<file path="config.mk">
export PLATFORM = sky130hd
export DESIGN_NAME = mem_access_unit
export DESIGN_NICKNAME = d
export VERILOG_FILES = /design/src/rtl/mem_access_unit.sv
export SDC_FILE = /design/constraint.sdc
export NUM_CORES = 1
export LEC_CHECK = 0
export ABC_AREA = 1
export ABC_CLOCK_PERIOD_IN_PS = 1900
export CAP_MARGIN = 20
export CORE_MARGIN = 4
export CORE_UTILIZATION = 35
export CTS_BUF_LIST = sky130_fd_sc_hd__clkbuf_2 sky130_fd_sc_hd__clkbuf_4 sky130_fd_sc_hd__clkbuf_8
export DETAILED_ROUTE_END_ITERATION = 6
export PLACE_DENSITY = 0.75
export SYNTH_ARGS = -nofsm -noshare
export SYNTH_HDL_FRONTEND = slang
export SYNTH_SLANG_ARGS = --single-unit
</file>
<file path="constraint.sdc">
create_clock -name i_clk -period 1.9 [get_ports i_clk]
set_clock_uncertainty 0.2 [all_clocks]
set_input_delay 0.57 -clock i_clk [delete_from_list [all_inputs] [get_ports i_clk]]
set_output_delay 0.57 -clock i_clk [all_outputs]
set_load 0.005 [all_outputs]
</file>
<file path="src/rtl/mem_access_unit.sv">
// Multicycle load/store initiator for a word-wide, byte-addressed, big-endian data RAM.
// Performs read-modify-write for sub-word stores and lane extraction/extension for sub-word loads.
module mem_access_unit #(
    parameter int unsigned MEM_BYTES = 64
) (
    input  logic        i_clk,
    input  logic        i_rst_n,
    input  logic        i_req,
    input  logic        i_we,
    input  logic [1:0]  i_size,
    input  logic        i_sext,
    input  logic [31:0] i_addr,
    input  logic [31:0] i_wdata,
    output logic        o_busy,
    output logic        o_done,
    output logic        o_err,
    output logic [31:0] o_rdata,
    output logic [31:0] o_mem_addr,
    output logic [31:0] o_mem_wdata,
    output logic        o_mem_rw,
    input  logic [31:0] i_mem_rdata
);

    localparam logic [2:0] S_IDLE = 3'd0;
    localparam logic [2:0] S_RD   = 3'd1;
    localparam logic [2:0] S_MRG  = 3'd2;
    localparam logic [2:0] S_WR   = 3'd3;
    localparam logic [2:0] S_WREL = 3'd4;
    localparam logic [2:0] S_DONE = 3'd5;

    localparam logic [1:0] SZ_BYTE = 2'b00;
    localparam logic [1:0] SZ_HALF = 2'b01;
    localparam logic [1:0] SZ_WORD = 2'b10;

    logic [2:0]  r_state;
    logic        r_we;
    logic [1:0]  r_size;
    logic        r_sext;
    logic [1:0]  r_off;
    logic [31:0] r_wdata;
    logic        r_err;

    logic [32:0] w_last_byte;
    logic        w_bad;

    // Last byte touched by the word containing i_addr; 33 bits so the top word cannot wrap.
    assign w_last_byte = {1'b0, i_addr[31:2], 2'b00} + 33'd3;
    assign w_bad = (i_size == 2'b11)
                || ((i_size == SZ_HALF) && i_addr[0])
                || ((i_size == SZ_WORD) && (i_addr[1:0] != 2'b00))
                || (w_last_byte > (33'(MEM_BYTES) - 33'd1));

    function automatic logic [31:0] f_extract(input logic [31:0] word, input logic [1:0] size,
                                              input logic [1:0] off, input logic sext);
        logic [7:0]  b;
        logic [15:0] h;
        logic [31:0] res;
        case (off)
            2'd0:    b = word[31:24];
            2'd1:    b = word[23:16];
            2'd2:    b = word[15:8];
            default: b = word[7:0];
        endcase
        h = off[1] ? word[15:0] : word[31:16];
        case (size)
            SZ_BYTE: res = {{24{sext & b[7]}}, b};
            SZ_HALF: res = {{16{sext & h[15]}}, h};
            default: res = word;
        endcase
        return res;
    endfunction

    function automatic logic [31:0] f_merge(input logic [31:0] word, input logic [31:0] wd,
                                            input logic [1:0] size, input logic [1:0] off);
        logic [31:0] res;
        res = word;
        if (size == SZ_BYTE) begin
            case (off)
                2'd0:    res[31:24] = wd[7:0];
                2'd1:    res[23:16] = wd[7:0];
                2'd2:    res[15:8]  = wd[7:0];
                default: res[7:0]   = wd[7:0];
            endcase
        end else if (off[1]) begin
            res[15:0] = wd[15:0];
        end else begin
            res[31:16] = wd[15:0];
        end
        return res;
    endfunction

    always_ff @(posedge i_clk or negedge i_rst_n) begin
        if (!i_rst_n) begin
            r_state     <= S_IDLE;
            r_we        <= 1'b0;
            r_size      <= 2'b00;
            r_sext      <= 1'b0;
            r_off       <= 2'b00;
            r_wdata     <= '0;
            r_err       <= 1'b0;
            o_rdata     <= '0;
            o_mem_addr  <= '0;
            o_mem_wdata <= '0;
        end else begin
            case (r_state)
                S_IDLE: begin
                    if (i_req) begin
                        r_we    <= i_we;
                        r_size  <= i_size;
                        r_sext  <= i_sext;
                        r_off   <= i_addr[1:0];
                        r_wdata <= i_wdata;
                        if (w_bad) begin
                            r_err   <= 1'b1;
                            r_state <= S_DONE;
                        end else begin
                            r_err      <= 1'b0;
                            o_mem_addr <= {i_addr[31:2], 2'b00};
                            if (i_we && (i_size == SZ_WORD)) begin
                                o_mem_wdata <= i_wdata;
                                r_state     <= S_MRG;
                            end else begin
                                r_state <= S_RD;
                            end
                        end
                    end
                end
                S_RD: begin
                    // Merged word is registered on the RD->MRG edge so the write word
                    // is already stable throughout MRG, WR and WREL.
                    if (r_we) begin
                        o_mem_wdata <= f_merge(i_mem_rdata, r_wdata, r_size, r_off);
                        r_state     <= S_MRG;
                    end else begin
                        o_rdata <= f_extract(i_mem_rdata, r_size, r_off, r_sext);
                        r_state <= S_DONE;
                    end
                end
                S_MRG:   r_state <= S_WR;
                S_WR:    r_state <= S_WREL;
                S_WREL:  r_state <= S_DONE;
                S_DONE:  r_state <= S_IDLE;
                default: r_state <= S_IDLE;
            endcase
        end
    end

    assign o_busy   = (r_state != S_IDLE);
    assign o_done   = (r_state == S_DONE);
    assign o_err    = o_done & r_err;
    assign o_mem_rw = (r_state == S_WR);

endmodule

</file>
==> metrics.md <==
| Metric | Value |
|---|---|
| Status | `finished with violations` |
| Critical Path End Type | `output pin` |
| Die Y | `147.0 um` |
| Fraction of layout cells with a size suffix above 1 | `21.51%` |
| First-pass GRT wire length | `about 40,000 um` |
| Slew Limit Fails | `0` |
| H-tree depth | `4` |
| Residual DRC | `0` |
| Failing checks | `setup timing` |
| Final non-filler cell total | `around 1,600` |
| I/O Pins | `around 200` |
| PortBufs | `200` |
| Sequential share of the synthesized area | `44.38%` |
| Async set-reset flop share out of synthesis | `100.0%` |
| Worst r2r src | `r_state[1]` |
| Startpoint types | `register` |
| Dpl cells | `1,449` |
| Total track usage | `between 20 and 25%` |
| CP Max Fanout | `2` |
| Max Cap Viol | `0` |
| Critical Path AT | `approximately 1.4 ns` |
| Vias/cell | `slightly below 5` |
| Clock transition at the registers of the reported paths | `about 0.080 ns` |
| Core Util, Final | `between 50% and 60%` |
| CP max stage cell | `dfrtp_1` |
| Fin crit share | `112.8%` |
| Synthesized area per cell | `~7.1 sq um` |
| Final setup fails | `67` |
| Rows | `50` |
| CP Launch Point | `r_state[0]` |
| Final worst slack | `-0.2441 ns` |
| WS Path Type | `register to output pin` |
| Number of global-route vias before repair | `roughly 7,500` |
| Drt initial violations | `around 620` |
| RePlAce Congestion | `a little over 0.9` |
| CTS tree | `done` |
| PwrDens | `roughly 1500 nW/um^2` |
| Die width | `~150 um` |
| Final hold vios | `0` |
| Crit path cell chain | `buf_6, nor2_4, nand2_2, buf_6, buf_6` |
| Number of synthesized flops with an enable pin | `0` |
| CTS buffer count | `17` |
| Pre-CTS WS | `-0.5669 ns` |
| Remaining Overflow, GRT | `0` |
| Layout Nets | `roughly 1,400` |
| CP most frequent cell | `buf_6` |
| VDD IR max | `0.7230 mV` |
| Drt wl/cell | `16.23 um` |
| WP data required | `between 1 and 1.5 ns` |
| Core ar. | `about 19,000 sq um` |
| Post-DP HPWL | `roughly 17,000 um` |
| Top FF cell, synth | `dfrtp_1` |
| Commonest cells in the netlist | `nand2_1 (303), dfrtp_1 (120), nor2_1 (120)` |
| Worst Hold Class | `input port to asynchronous set/reset pin` |
| Area grow syn2layout | `64.68%` |
| Top cells by area, synth | `dfrtp_1 (44%), nand2_1 (17%), nor2_1 (6.7%)` |
| Placed Instance Area | `9673 sq um` |
| CTS Buffer Depth | `2` |
| Initial antenna violation count | `1` |
| ANT cells | `0` |
| Post-synthesis instance total | `roughly 960` |
| DR pass1 iterations | `5` |
| TritonCTS sink count | `between 100 and 150` |
| Final Routed Wirelength | `approximately 25,000 um` |
| Final Instance Area | `11,140 sq um` |
| Largest net degree at the start of global routing | `slightly below 80` |
| Die ar. | `21,620 sq um` |
| Starting density of the core | `between 30% and 40%` |
| Clock Latency Late Sink | `0.46 ns` |
| Minimum clock period | `around 2.1 ns` |
| Synthesized cell area | `approximately 6800 sq um` |
| Achievable Freq | `around 470 MHz` |
| Synth cell types | `31` |
| Hold Slack | `roughly 0.28 ns` |
| Power Total | `about 17 mW` |
| Count leader, synth | `nand2_1` |
| Total negative slack | `-5.973 ns` |
| Clock Tree Root | `clkbuf_8` |
| Share of the synthesized area in the top cell type | `between 40% and 50%` |
| Antenna Violating Nets Remaining | `0` |
| Yosys warning count | `0` |
| Routed vias | `between 7,000 and 8,000` |
| RSZ-0062 raised after global routing | `true` |
| Leak pwr | `around 5.7 nW` |
| Area leader, netlist | `dfrtp_1` |
| Synthesis-stage register bit count | `120` |
| Worst path max stage delay | `0.40 ns` |
critical path: cells and delay by family, from the launching register on:
| family | cells | cell delay (ns) |
|---|---|---|
| DFF | 1 | 0.40 |
| buffers and inverters | 3 | 0.35 |
| and+or+nand+nor | 2 | 0.16 |
placed cells by master (no fill, tap or decap), types with 7 or more instances in the layout:
cell / netlist / final
nand2_1: 303 / 283
nor2_2: 1 / 9
inv_6: 0 / 9
buf_6: 1 / 16
or2_2: 16 / 16
nand2_2: 3 / 17
o211ai_1: 38 / 38
buf_12: 0 / 19
dlymetal6s2s_1: 0 / 28
nor2_1: 120 / 106
buf_4: 2 / 114
nand3_1: 38 / 38
inv_2: 5 / 7
o22ai_1: 7 / 7
dlygate4sd2_1: 0 / 14
a21oi_1: 49 / 46
inv_1: 104 / 100
clkdlybuf4s15_1: 0 / 78
nor2_4: 3 / 9
dfrtp_1: 120 / 118
o21bai_1: 16 / 16
clkbuf_8: 0 / 17
clkdlybuf4s50_1: 0 / 72
o21ai_0: 64 / 54
path summary, 6_finish.rpt:
kind | end | slack (ns) | cells past startpoint
max in group asynchronous | r_state[1] | 0.55 | 3
min reg2reg | o_mem_wdata[11] | 0.28 | 2
max reg2reg | o_mem_wdata[27] | -0.15 | 9
min in group i_clk | o_mem_wdata[11] | 0.28 | 2
max | o_busy | -0.24 | 5
min | o_mem_wdata[18] | 0.28 | 2
logic make-up (layout without fill, tap and decap cells):
kind of cell | count (synthesis) | count (layout) | share of synthesized area, %
AOI/OAI and AO/OA | 178 | 178 | 15.57
muxes | 6 | 6 | 0.8876
and+or+nand+nor | 491 | 491 | 29.59
other | 1 | 2 | 0.05542
buffers and inverters | 160 | 500 | 9.523
DFF | 120 | 120 | 44.38
routing by layer:
metal | GRT usage (%) | vias up | wire, um
li1 | - | 3691 | -
met1 | 28.24 | 3571 | 10170
met2 | 38.41 | 303 | 12360
met3 | 5.891 | 59 | 1943
met4 | 8.341 | 2 | 775
met5 | 0 | - | 13
flip-flops by register name, indices dropped and copies added, names as in the netlist:
signal,cells
o_mem_wdata,32
o_rdata,32
o_mem_addr,30
r_wdata,16
r_state,3
r_off,2
r_size,2
r_err,1
r_sext,1
r_we,1
where the power goes:
part / internal, mW / switching (mW)
registers: 3.52 / 0.719
logic: 4.96 / 5.48
clock network: 1.08 / 1.27
total: 9.57 / 7.47
area by class of cell:
cell class	count	area, sq um
flip-flops and latches	120	3005
multi-input cells	677	3317
repair inverters	1	8.758
repair buffers	358	3676
clock buffers	17	234.0
fillers	1667	7687
clock inverters	15	152.6
well taps	260	325.3
inverters	109	424.2
what timing repair did:
| action | 4_1_cts | 5_1_grt |
|---|---|---|
| buffers inserted | 51 | 15 |
| pin swaps | 27 | 37 |
| resized for setup | 241 | 87 |
| hold buffers | 1 | 0 |
| endpoints found under the hold margin | 42 | 0 |
| gates cloned | 7 | 3 |
| setup endpoints to repair | 180 | 155 |
No activity file was read; power rests on OpenSTA's default activity.
